**src/rtl/hazard_stall_ctrl.sv**
```systemverilog
// Pipeline sequencing controller: load-use stalls, taken-branch flushes,
// fixed-latency long EX ops, HALT latch and a saturating stall counter.
module hazard_stall_ctrl #(
    parameter int unsigned REG_ADDR_W     = 4,
    parameter int unsigned LONG_OP_CYCLES = 4,
    parameter int unsigned STALL_CNT_W    = 16
) (
    input  logic                   clk,
    input  logic                   reset,
    input  logic                   id_valid,
    input  logic [REG_ADDR_W-1:0]  id_rs1,
    input  logic [REG_ADDR_W-1:0]  id_rs2,
    input  logic                   id_uses_rs1,
    input  logic                   id_uses_rs2,
    input  logic                   id_is_long,
    input  logic                   id_is_halt,
    input  logic                   ex_valid,
    input  logic                   ex_mem_read,
    input  logic [REG_ADDR_W-1:0]  ex_rd,
    input  logic                   branch_taken_ex,
    output logic                   pc_write,
    output logic                   if_id_write,
    output logic                   if_id_flush,
    output logic                   id_ex_bubble,
    output logic                   ex_hold,
    output logic                   halted,
    output logic [STALL_CNT_W-1:0] stall_count
);

    typedef enum logic [1:0] {
        RUN,
        LONG_BUSY,
        HALTED
    } state_t;

    localparam logic [7:0] BUSY_INIT = 8'(LONG_OP_CYCLES - 1);

    state_t                 state_q, state_d;
    logic [7:0]             busy_cnt_q, busy_cnt_d;
    logic [STALL_CNT_W-1:0] stall_count_q, stall_count_d;
    logic                   load_use;

    // r0 is hardwired zero, so a load into it never creates a dependency
    assign load_use = ex_valid && ex_mem_read && (ex_rd != '0) && id_valid &&
                      ((id_uses_rs1 && (id_rs1 == ex_rd)) ||
                       (id_uses_rs2 && (id_rs2 == ex_rd)));

    always_comb begin
        state_d      = state_q;
        busy_cnt_d   = busy_cnt_q;
        pc_write     = 1'b1;
        if_id_write  = 1'b1;
        if_id_flush  = 1'b0;
        id_ex_bubble = 1'b0;
        ex_hold      = 1'b0;
        halted       = 1'b0;

        unique case (state_q)
            RUN: begin
                if (branch_taken_ex) begin
                    // ID holds a wrong-path instruction: flush beats every stall source
                    if_id_flush  = 1'b1;
                    id_ex_bubble = 1'b1;
                end else if (load_use) begin
                    pc_write     = 1'b0;
                    if_id_write  = 1'b0;
                    id_ex_bubble = 1'b1;
                end else if (id_valid && id_is_halt) begin
                    pc_write     = 1'b0;
                    if_id_write  = 1'b0;
                    id_ex_bubble = 1'b1;
                    state_d      = HALTED;
                end else if (id_valid && id_is_long) begin
                    busy_cnt_d = BUSY_INIT;
                    state_d    = LONG_BUSY;
                end
            end
            LONG_BUSY: begin
                pc_write    = 1'b0;
                if_id_write = 1'b0;
                ex_hold     = 1'b1;
                busy_cnt_d  = busy_cnt_q - 8'd1;
                if (busy_cnt_q <= 8'd1) begin
                    state_d = RUN;
                end
            end
            HALTED: begin
                pc_write     = 1'b0;
                if_id_write  = 1'b0;
                id_ex_bubble = 1'b1;
                halted       = 1'b1;
            end
            default: begin
                state_d = RUN;
            end
        endcase

        if (reset) begin
            pc_write     = 1'b0;
            if_id_write  = 1'b0;
            if_id_flush  = 1'b0;
            id_ex_bubble = 1'b1;
            ex_hold      = 1'b0;
            halted       = 1'b0;
        end
    end

    always_comb begin
        stall_count_d = stall_count_q;
        if ((state_q != HALTED) && !pc_write && (stall_count_q != '1)) begin
            stall_count_d = stall_count_q + STALL_CNT_W'(1);
        end
    end

    always_ff @(posedge clk or posedge reset) begin
        if (reset) begin
            state_q       <= RUN;
            busy_cnt_q    <= '0;
            stall_count_q <= '0;
        end else begin
            state_q       <= state_d;
            busy_cnt_q    <= busy_cnt_d;
            stall_count_q <= stall_count_d;
        end
    end

    assign stall_count = stall_count_q;

endmodule

```
**config.mk**
```make
export PLATFORM = sky130hd
export DESIGN_NAME = hazard_stall_ctrl
export DESIGN_NICKNAME = d
export VERILOG_FILES = /design/src/rtl/hazard_stall_ctrl.sv
export SDC_FILE = /design/constraint.sdc
export NUM_CORES = 1
export LEC_CHECK = 0
export ABC_AREA = 1
export ABC_CLOCK_PERIOD_IN_PS = 2100
export BUFFER_PORTS_ARGS = -buffer_cell sky130_fd_sc_hd__buf_2
export CAP_MARGIN = 20
export CORE_MARGIN = 10
export CORE_UTILIZATION = 54
export CTS_CLUSTER_DIAMETER = 150
export DETAILED_ROUTE_END_ITERATION = 8
export GPL_ROUTABILITY_DRIVEN = 0
export PLACE_DENSITY = 0.89
export SETUP_SLACK_MARGIN = 0.5
export SLEW_MARGIN = 20
export SYNTH_ARGS = -nofsm -noshare
export SYNTH_HDL_FRONTEND = slang
export SYNTH_SLANG_ARGS = --single-unit
```
**constraint.sdc**
```tcl
create_clock -name clk -period 2.1 [get_ports clk]
set_input_delay 0.42 -clock clk [delete_from_list [all_inputs] [get_ports clk]]
set_output_delay 0.42 -clock clk [all_outputs]
set_load 0.01 [all_outputs]
```
==> results by group <==
Finish
  • N_diodes: 0
  • Nets: 379
  • Layout cells sized above 1: 39.14%
  • Layout filler cell count: 188
  • Final Non-Filler Cells: 396
  • Layout Area Growth over Synthesis: 40.58%

Detailed routing
  • DRT Pass-1 Iters: 5
  • Total Wirelength: 7645 um
  • Vias: 2406
  • Antenna-violating nets left: 0
  • Drt drc: 0
  • DR iter-0 viols: 318
  • Routed length per instance: 19.31 um
  • DR vias/cell: 6.076

Logic synthesis
  • Post-synth top cells: 76 x nand2_1, 36 x inv_1, 26 x dfrtp_1
  • Ys async rst share: 100.0%
  • Cell accounting for the most synthesized area: dfrtp_1
  • Post-synthesis sequential area ratio: 32.77%
  • YS warnings: 0
  • Top-area cell type share of the netlist area: 32.77%
  • Post-synthesis sequential element count: 26
  • Most common cell in the netlist: nand2_1
  • Post-Synthesis Cells: 271
  • Cell variety after synth: 32
  • Top cells by area, synth: dfrtp_1 33%, nand2_1 14%, nand4_1 7.6%
  • Syn avg cell area: 7.327 sq um
  • Ys flop type: dfrtp_1
  • Synth Cell Area: 1986 sq um
  • Post-Syn Nets: 299
  • Post-synth EDFFs: 0

Global route
  • GRT Resource Usage Total: 17.88%
  • Vias in the first global route: 2028
  • GR Overflow Total: 0
  • Antenna violations before repair: 0
  • Largest net degree at the start of global routing: 27
  • First-pass GRT wire length: 9480 um

Timing
  • Worst-margin pin slew: 0.4542 ns
  • Setup violators final: 0
  • Slew Limit Fails: 0
  • Skew final: 0.007338 ns
  • Period Utilization, post-route: 99.82%
  • Fin crit period: 2.096 ns
  • Fmax achieved: 477.0 MHz
  • Fin. Hold Viols: 0
  • RSZ-0062 raised after global routing: true
  • Relative slew margins: 69.44%
  • Worst Setup Slack, final: 0.003773 ns

Placement
  • Place WS: 0.2161 ns
  • HPWL after DPL: 3604 um
  • Port buffer count: 43
  • Cells after DPL: 356

Setup path
  • Critical Path Start Type: flip-flop
  • CP max stage delay: 0.43 ns
  • FF-to-FF Start: state_q[0]
  • Crit path DAT: 2.32 ns
  • Worst-case reg-to-reg path depth: 14
  • Slowest cell on the critical path: dfrtp_1
  • Reg2reg end: stall_count[7]
  • CP Max Fanout: 8
  • CP required: 2.33 ns
  • Crit path kind: flip-flop to flip-flop
  • Worst setup EP type: flip-flop
  • Cells along the critical path: inv_2, ha_4, inv_2, nor2_1, inv_1, nand2_4, nand2_4, nand2_8, buf_4, buf_12, buf_12, buf_2, nand4_1, nand2_1
  • Reg-to-reg slack, setup: 0.004 ns

Pwr
  • Switching pwr: 1.602 mW
  • Maximum vdd ir drop: 0.7995 mV
  • Reg power frac: 22.0%
  • Power Density: 1271 nW/um^2
  • Clock Power Share: 12.1%
  • Switch share: 45.16%
  • Pint: 1.945 mW
  • Comb power frac: 65.9%
  • Overall power: 3.547 mW
  • Leak: 1.440 nW

Floorplanning
  • Placement Rows: 21
  • Core area: 3442 sq um
  • Die area: 6503 sq um
  • Io pins: 44
  • Starting Density: 57.69%
  • Die Y: 80.64 um
  • Die X: 80.64 um

Clocking
  • CTS H-tree depth: 1
  • TritonCTS Buffers: 3
  • Clock transition at path regs: 0.10 ns
  • CTS sink cnt: 26
  • Max clock buf depth: 2
  • CTS tree: built
  • Worst-skew pair later-pin latency: 0.28 ns
  • Hold_buf cts: 0
  • Root buffer cell: clkbuf_8

Outcome
  • Status: finished, final reports clean

Flow run
  • Max-Cap Viols: 0

Min path
  • Worst min path class: input pin to async pin
-- worst max-delay path: cells and delay by family, from the launching register on --
family                   cells  cell delay [ns]
buffers and inverters        7             0.83
AND/OR/NAND/NOR              6             0.62
flip-flops                   1             0.43
adder cells (fa/ha/maj)      1             0.17
-- state kept, by name (all words and copies together), names as in the netlist --
| signal | count |
|---|---|
| busy_cnt_q | 8 |
| stall_count | 16 |
| state_q | 2 |
-- metal layers --
layer  global-route usage, %  share of wire [%]
met3                   5.345                 12
met1                   21.25                 36
met5                       0                  0
met4                   6.514                6.0
met2                   29.54                 46
-- repair_timing --
| item | CTS | global route |
|---|---|---|
| buffers inserted | 18 | 14 |
| resized for setup | 13 | 40 |
| pin swaps | 7 | 5 |
| setup endpoints to repair | 28 | 32 |
| cloned | 2 | 2 |
-- cell usage in the layout, fill, tap and decap left out, drive strengths merged --
cell | Yosys | final
clkinv | 2 | 1
nor4 | 1 | 1
nand3b | 1 | 1
nand4 | 24 | 24
buf | 6 | 78
o21ai | 11 | 11
bufinv | 0 | 1
nand3 | 18 | 20
nor3 | 5 | 5
xor2 | 12 | 12
clkbuf | 1 | 5
dfrtp | 26 | 26
clkinvlp | 0 | 1
a21oi | 4 | 4
nand2 | 82 | 82
or2 | 2 | 2
nor2 | 27 | 27
xnor2 | 3 | 3
inv | 40 | 40
ha | 6 | 6
-- area by class of cell --
| type | instances | area [sq um] | area share (%) |
|---|---|---|---|
| inverters | 42 | 166.4 | 5.961 |
| well taps | 46 | 57.56 | 2.062 |
| clock buffers | 3 | 41.29 | 1.479 |
| clock inverters | 1 | 30.03 | 1.076 |
| repair buffers | 80 | 623.1 | 22.32 |
| multi-input cells | 198 | 1222 | 43.79 |
| flip-flops and latches | 26 | 650.6 | 23.31 |
-- power by group through the flow --
stage	registers [mW]	logic, mW	clock network [mW]
4_1_cts	0.759	1.66	0.425
2_1_floorplan	0.779	1.09	0
6_report	0.782	2.34	0.429
3_3_place_gp	0.777	1.29	0
5_1_grt	0.793	2.48	0.445
3_5_place_dp	0.780	1.32	0
-- metrics by stage --
step / hold slack [ns] / TNS (ns) / util (%) / instance area, sq um
3_3_place_gp: 0.4992 / 0 / 64.38 / 2216
4_1_cts: 0.2649 / 0 / 72.30 / 2489
6_report: 0.3062 / 0 / 81.10 / 2791
5_1_grt: 0.3157 / -0.1978 / 81.10 / 2791
3_5_place_dp: 0.5051 / 0 / 64.38 / 2216
2_1_floorplan: 0.3148 / 0 / - / 2002
-- worst max path at each step --
stage / start / end / slack (ns) / cells past startpoint
2_1_floorplan: state_q[1] / pc_write / 0.31 / 11
6_report: state_q[0] / stall_count[7] / 0.004 / 14
4_1_cts: state_q[1] / pc_write / 0.20 / 10
3_5_place_dp: ex_rd[0] / pc_write / 0.22 / 12
5_1_grt: state_q[0] / stall_count[7] / -0.07 / 14
3_3_place_gp: ex_rd[1] / pc_write / 0.24 / 13
-- logic make-up (layout without fill, tap and decap cells) --
family / after synthesis / after routing / synth area share, %
xor gates and xnor gates: 15 / 15 / 6.616
buffers and inverters: 49 / 126 / 11.85
AOI/OAI and AO/OA: 15 / 15 / 4.348
and+or+nand+nor: 160 / 162 / 40.64
adders and majority gates: 6 / 6 / 3.781
DFF: 26 / 26 / 32.77
Power figures use the tool's default switching activity.
